File: src/rtl/seed_frame_tx.sv
// seed_frame_tx: sends the captured local seed pair as SYNC/X/Y bytes over a valid/ready byte link.
// Build option SEED_FRAME_CHECKSUM_EN appends an XOR checksum byte (SYNC^X^Y) to every frame.
module seed_frame_tx #(
    parameter logic [7:0] SYNC_BYTE  = 8'hA5,
    parameter int         REPEAT     = 2,
    parameter int         GAP_CYCLES = 16
) (
    input  logic       clk_75,
    input  logic       rst,
    input  logic [4:0] seed_x_in,
    input  logic [4:0] seed_y_in,
    input  logic       seed_rdy,
    input  logic       tx_ready,
    output logic [7:0] tx_data,
    output logic       tx_valid,
    output logic       busy,
    output logic       done
);
    localparam logic [3:0]  LAST_FRAME = 4'(REPEAT - 1);
    localparam logic [15:0] GAP_LAST   = 16'((GAP_CYCLES > 0) ? GAP_CYCLES - 1 : 0);

    typedef enum logic [2:0] {IDLE, SYNC, X, Y, CSUM, GAP, FINISH} state_t;

    state_t      state;
    logic        seed_rdy_q;
    logic [3:0]  frame_cnt;
    logic [15:0] gap_cnt;
    logic [4:0]  x_cap;
    logic [4:0]  y_cap;
    logic        trigger;
    logic        last_accept;
    logic [7:0]  x_byte;
    logic [7:0]  y_byte;

    assign trigger = seed_rdy & ~seed_rdy_q;
    assign x_byte  = {3'b010, x_cap};
    assign y_byte  = {3'b011, y_cap};

`ifdef SEED_FRAME_CHECKSUM_EN
    function automatic logic [7:0] frame_csum(input logic [7:0] xb, input logic [7:0] yb);
        return SYNC_BYTE ^ xb ^ yb;
    endfunction

    assign last_accept = (state == CSUM) && tx_ready;
`else
    assign last_accept = (state == Y) && tx_ready;
`endif

    always_ff @(posedge clk_75) begin
        // Sampled through reset so a level held across reset is not taken as a new request.
        seed_rdy_q <= seed_rdy;
        if (rst) begin
            state     <= IDLE;
            tx_valid  <= 1'b0;
            tx_data   <= 8'h00;
            busy      <= 1'b0;
            done      <= 1'b0;
            frame_cnt <= 4'd0;
            gap_cnt   <= 16'd0;
            x_cap     <= 5'd0;
            y_cap     <= 5'd0;
        end else begin
            done <= 1'b0;
            case (state)
                IDLE: begin
                    if (trigger) begin
                        x_cap     <= seed_x_in;
                        y_cap     <= seed_y_in;
                        frame_cnt <= 4'd0;
                        state     <= SYNC;
                        busy      <= 1'b1;
                        tx_valid  <= 1'b1;
                        tx_data   <= SYNC_BYTE;
                    end
                end
                SYNC: begin
                    if (tx_ready) begin
                        tx_data <= x_byte;
                        state   <= X;
                    end
                end
                X: begin
                    if (tx_ready) begin
                        tx_data <= y_byte;
                        state   <= Y;
                    end
                end
`ifdef SEED_FRAME_CHECKSUM_EN
                Y: begin
                    if (tx_ready) begin
                        tx_data <= frame_csum(x_byte, y_byte);
                        state   <= CSUM;
                    end
                end
`endif
                GAP: begin
                    if (gap_cnt == GAP_LAST) begin
                        state    <= SYNC;
                        tx_valid <= 1'b1;
                        tx_data  <= SYNC_BYTE;
                    end else begin
                        gap_cnt <= gap_cnt + 16'd1;
                    end
                end
                FINISH: state <= IDLE;
                default: ;
            endcase
            // Final byte of a frame accepted: repeat the frame or wrap up.
            if (last_accept) begin
                if (frame_cnt == LAST_FRAME) begin
                    state    <= FINISH;
                    tx_valid <= 1'b0;
                    busy     <= 1'b0;
                    done     <= 1'b1;
                end else begin
                    frame_cnt <= frame_cnt + 4'd1;
                    gap_cnt   <= 16'd0;
                    if (GAP_CYCLES == 0) begin
                        state   <= SYNC;
                        tx_data <= SYNC_BYTE;
                    end else begin
                        state    <= GAP;
                        tx_valid <= 1'b0;
                    end
                end
            end
        end
    end
endmodule

File: config.mk
export PLATFORM = sky130hd
export DESIGN_NAME = seed_frame_tx
export DESIGN_NICKNAME = d
export VERILOG_FILES = /design/src/rtl/seed_frame_tx.sv
export SDC_FILE = /design/constraint.sdc
export NUM_CORES = 1
export LEC_CHECK = 0
export ABC_CLOCK_PERIOD_IN_PS = 1700
export BUFFER_PORTS_ARGS = -buffer_cell sky130_fd_sc_hd__clkbuf_2
export CORE_AREA = 2 2 96 98
export DETAILED_ROUTE_END_ITERATION = 10
export DIE_AREA = 0 0 98 100
export SYNTH_ARGS = -nofsm -noshare
export SYNTH_HDL_FRONTEND = slang
export SYNTH_SLANG_ARGS = --single-unit
File: constraint.sdc
create_clock -name clk_75 -period 1.7 [get_ports clk_75]
set_input_delay 0.085 -clock clk_75 [delete_from_list [all_inputs] [get_ports clk_75]]
set_output_delay 0.085 -clock clk_75 [all_outputs]
set_load 0.02 [all_outputs]
Word level (Yosys, flattened, before mapping):

Cells that the tools add are included.

* output and inout bits: 11
* bits in registers: 45
* bits of input ports: 14
* word-level logic and storage cells: 69

* reduce and logical (&&, ||, !) cells: 11
* bitwise logic cells: 3
* eq/ne operators: 15
* add/subtract/negate cells: 2
* mux-type cells: 28

Operator list (number)
* $mux W16: 4
* $mux W8: 4
* $pmux W8 S4: 1
* $add A16 B1 Y16 const B: 1
* $eq A16 B4 Y1 const B: 1
* $mux W4: 4
* $mux W3: 5
* $pmux W3 S5: 1
* $ne A3 B3 Y1 const B: 4
* $reduce_and A5 Y1: 2
* $ne A2 B2 Y1 const B: 4
* $mux W1: 7
* $eq A3 B2 Y1 const B: 2
* $eq A3 B3 Y1 const B: 2
* $reduce_bool A6 Y1: 1
* $add A4 B1 Y4 const B: 1
* $eq A4 B1 Y1 const B: 1
* $reduce_bool A4 Y1: 1
* $reduce_or A2 Y1: 2
* $eq A3 B1 Y1 const B: 1
* $logic_not A3 Y1: 1
* $reduce_and A3 Y1: 1
* $mux W2: 1
* $not A1 Y1: 2
* 5 further kinds: 5

Depth between registers and ports, before layout:

* depth after elaboration: 6
* depth in mapped cells: 7
* depth with buffers taken out: 6

Least setup slack after synthesis:

No wires, ideal clock.

* path type: register to register
* from: register gap_cnt[0]
* to: register tx_data[0]
* arrival time: 1490 ps
* library setup time: 95 ps
* setup slack: 114 ps
* period minus slack after synthesis: 1586 ps
* buffers on the path: 2
* data required time: 1605 ps
* cell stages (with the launch flop): 8
* cell sequence: dfxtp_1 -> ha_1 -> and3_1 -> buf_2 -> a41oi_2 -> buf_6 -> a21o_1 -> a221oi_1

* longest elaborated chain between the ends: 3

RTL lines
* start, declared: RTL line 27 `logic [15:0] gap_cnt;`
* start signal, assigned: RTL line 102 `gap_cnt <= gap_cnt + 16'd1;`
* $eq A16 B4 Y1: RTL line 97 `if (gap_cnt == GAP_LAST) begin`
* $ne A2 B2 Y1 (no source line)
* $reduce_and A5 Y1 (no source line)
* end signal, assigned: RTL line 78 `tx_data <= x_byte;`
* end signal, assigned: RTL line 84 `tx_data <= y_byte;`
* end, declared: RTL line 14 `output logic [7:0] tx_data,`

Every way passes these cells.
A chain may end at the register's enable or synchronous reset.

Final worst setup path:

* from: register frame_cnt[0]
* to: register gap_cnt[2]

* longest elaborated chain between the ends: 3

RTL lines
* start, declared: RTL line 26 `logic [3:0] frame_cnt;`
* start signal, assigned: RTL line 116 `frame_cnt <= frame_cnt + 4'd1;`
* $eq A4 B1 Y1: RTL line 110 `if (frame_cnt == LAST_FRAME) begin`
* $mux W16: RTL line 110
* $mux W16: RTL line 109 `if (last_accept) begin`

Every way passes these cells.

==> out/metrics.csv <==
metric,value,unit
final_nets,306,
met1_usage,13.3,%
use_met3,2.72,%
max_freq,0.608,GHz
hold_viol,0,
netSwitchingPower,522,µW
synth_nets,260,
cp_max_fo,5,
place_ws,-5.75,ps
nFillCells,931,
ir_drop,0.477,mV
status,finished clean,
root_buffer,clkbuf_8,
worstHoldPathType,in2reg,
cts_inserted_buffers,5,
maxSlewViolCount,0,
antenna_found_initial,0,
hold_start,seed_x_in[4],
intPower,1570,µW
drc,0,
setup_slack,55.6,ps
synth_most_common_cell,dfxtp_1,
drt-initial-drc-count,50,
path_clk_slew,80,ps
setup_tns,0,ps
rows,35,
num_vias,1873,
via_per_inst,4.67,
grt-busiest-layer,met2,
htree_levels,2,
wl_per_cell,12.3,µm
r2r-end,gap_cnt[2]$_SDFF_PP0_,
switching_share,25.0,%
crit_path_max_incr_delay,500,ps
path_class,reg2reg,
coreArea,8890,µm²
insertedDiodeCount,0,
synthDistinctLibCells,51,
p_total,2090,µW
min_path_cells,3,
die_area,9800,µm²
die_h,100,µm
hold_end,x_cap[4]$_SDFFE_PP0P_,
p_seq_share,53.6,%
grt_max_degree,22,
synth.top_cell.area_share,42.6,%
syn_area,2120,µm²
syn_inst,243,
yosysWarnings,0,
min_period,1640,ps
path_buf_inv,0,
syn_avg_cell_area,8.71,µm²
postRouteWirelength,4930,µm
synth-edff-count,0,
clock_path_buffers,2,
io_buffers,24,
skew,5.58,ps
worstMarginPinSlew,414,ps
reg2reg_from,frame_cnt[0]$_SDFF_PP0_,
rsz0062_at_grt,true,
cp_slowest_cell,or3b_2,
dp.cells,387,
die_w,98,µm
crit_required,1940,ps
cp-end-kind,register,
reg2regPathDepth,5,
grt_pass1_vias,1814,
cts.sinks,45,
synth-seq-cells,45,
slew_headroom,72.2,%
yosys-top-cells-count,"dfxtp_1, nand2_1, a21oi_1",
met2_usage,17.6,%
synth.largest_area_cell,dfxtp_1,
grt_overflow,0,
synthTopCellsByArea,"dfxtp_1, a21oi_1, nand2_1",
ant_nets,0,
dpl.hpwl,3530,µm
cp-start-kind,register,
setup_viol,0,
dr.pass1.iters,4,
whs,9.31,ps
synthToLayoutAreaGrowth,26.0,%
critical-path-top-delay-family,simple AND/OR/NAND/NOR gates,
reg2reg_slack,60,ps
synth-seq-area-share,42.6,%
finalCritPeriodShare,96.7,%
p_per_area,783,nW/µm²
place_congestion,0.744,
initial_core_util,23.8,%
p_clk_share,34.7,%
path_cells,"ha_1, or3b_2, a21oi_2, nand4_1, nand2_1",
max_cap_viol_count,0,
globalRouteTotalUtil,10.3,%
leakage,0.00103,µW
cts_setup_buffers,0,
finalNonFillerCells,401,
cp.arrival,1880,ps
grt_pass1_wl,8360,µm
num_io_pins,25,
ys_dominant_reg_cell,dfxtp_1,
combPwrFrac,11.7,%
clk_latency,290,ps
drive_gt1_share,27.2,%
synthArstFlopShare,0,%
cts_tree,yes,
how the worst max path moves through the flow:
stage / cells after the start / to / start / slack [ps]
after floorplan: 7 / tx_data[0]$_SDFFE_PP0P_ / gap_cnt[0]$_SDFF_PP0_ / 110
after global placement: 5 / gap_cnt[3]$_SDFF_PP0_ / frame_cnt[0]$_SDFF_PP0_ / 20
after detailed placement: 5 / gap_cnt[3]$_SDFF_PP0_ / frame_cnt[0]$_SDFF_PP0_ / -6
after CTS: 5 / frame_cnt[2]$_SDFF_PP0_ / state[0]$_SDFFE_PP0P_ / 2
after global routing: 5 / gap_cnt[1]$_SDFF_PP0_ / frame_cnt[0]$_SDFF_PP0_ / -20
final: 5 / gap_cnt[2]$_SDFF_PP0_ / frame_cnt[0]$_SDFF_PP0_ / 60
per-stage QoR:
stage | cell area (µm²) | utilization (%)
floorplan | 2120 | -
global placement | 2460 | 27.7
detailed placement | 2460 | 27.7
CTS | 2630 | 29.5
global route | 2670 | 30.0
finish | 2670 | 30.0
flip-flops by register name, summed over array words and instances, names as in the netlist:
register	count
gap_cnt	16
y_cap	5
state	3
x_cap	5
seed_rdy_q	1
done	1
tx_data	8
frame_cnt	4
busy	1
tx_valid	1
cell usage in the layout, fill, tap and decap left out, types with 5 or more instances in the layout:
master,netlist,layout
dfxtp_1,45,40
nand2_1,31,31
a21oi_1,26,24
clkbuf_2,0,24
buf_4,2,23
nor2_1,16,16
nand3_1,12,12
o21ai_0,11,11
or3_1,9,9
inv_1,8,8
clkbuf_8,0,7
a211oi_1,6,6
dlygate4sd3_1,0,6
nand4_1,5,5
nand3b_1,5,5
worst register-to-register path, delay by kind of cell, from the launching register on:
| kind | cells | cell delay (ps) |
|---|---|---|
| AND/OR/NAND/NOR | 3 | 720 |
| flip-flops | 1 | 400 |
| AO/OA/AOI/OAI | 1 | 270 |
| adder cells (fa/ha/maj) | 1 | 190 |
power groups by stage:
| stage | clock network (µW) | logic, µW | registers (µW) |
|---|---|---|---|
| 3_3_place_gp | 0 | 230 | 1140 |
| 6_report | 724 | 245 | 1120 |
| 3_5_place_dp | 0 | 233 | 1140 |
| 4_1_cts | 752 | 246 | 1120 |
| 2_1_floorplan | 0 | 131 | 1150 |
| 5_1_grt | 801 | 270 | 1130 |
logic make-up (layout without fill, tap and decap cells):
group	count (synthesis)	count (layout)	share of synthesized area, %
adder cells (fa/ha/maj)	3	3	1.77
AO/OA/AOI/OAI	59	59	17.3
AND/OR/NAND/NOR	106	106	29.3
buffers and inverters	22	69	5.61
multiplexers	2	2	0.946
flip-flops	45	45	42.6
XOR/XNOR	6	6	2.48
layout make-up:
class                      count  area [µm²]  share of cell area [%]
clock buffer                   7        96.3                    3.61
sequential                    45         910                    34.1
tap                          111         139                    5.21
multi-input combinational    176        1130                    42.5
timing repair buffer          53         353                    13.2
clock inverter                 1        5.00                   0.188
inverter                       8        30.0                    1.13
routing by layer:
layer,share of wire (%),wire (µm)
met1,49,2400
met2,47,2340
met3,3.5,172
met4,0.55,27
met5,0,0
timing repair:
| item | 4_1_cts | 5_1_grt |
|---|---|---|
| setup endpoints to repair | 3 | 14 |
| hold buffers | 6 | 0 |
| pin swaps | 0 | 2 |
| resized for setup | 2 | 13 |
| hold endpoints to repair | 6 | 0 |
No activity file was read; power rests on OpenSTA's default activity.
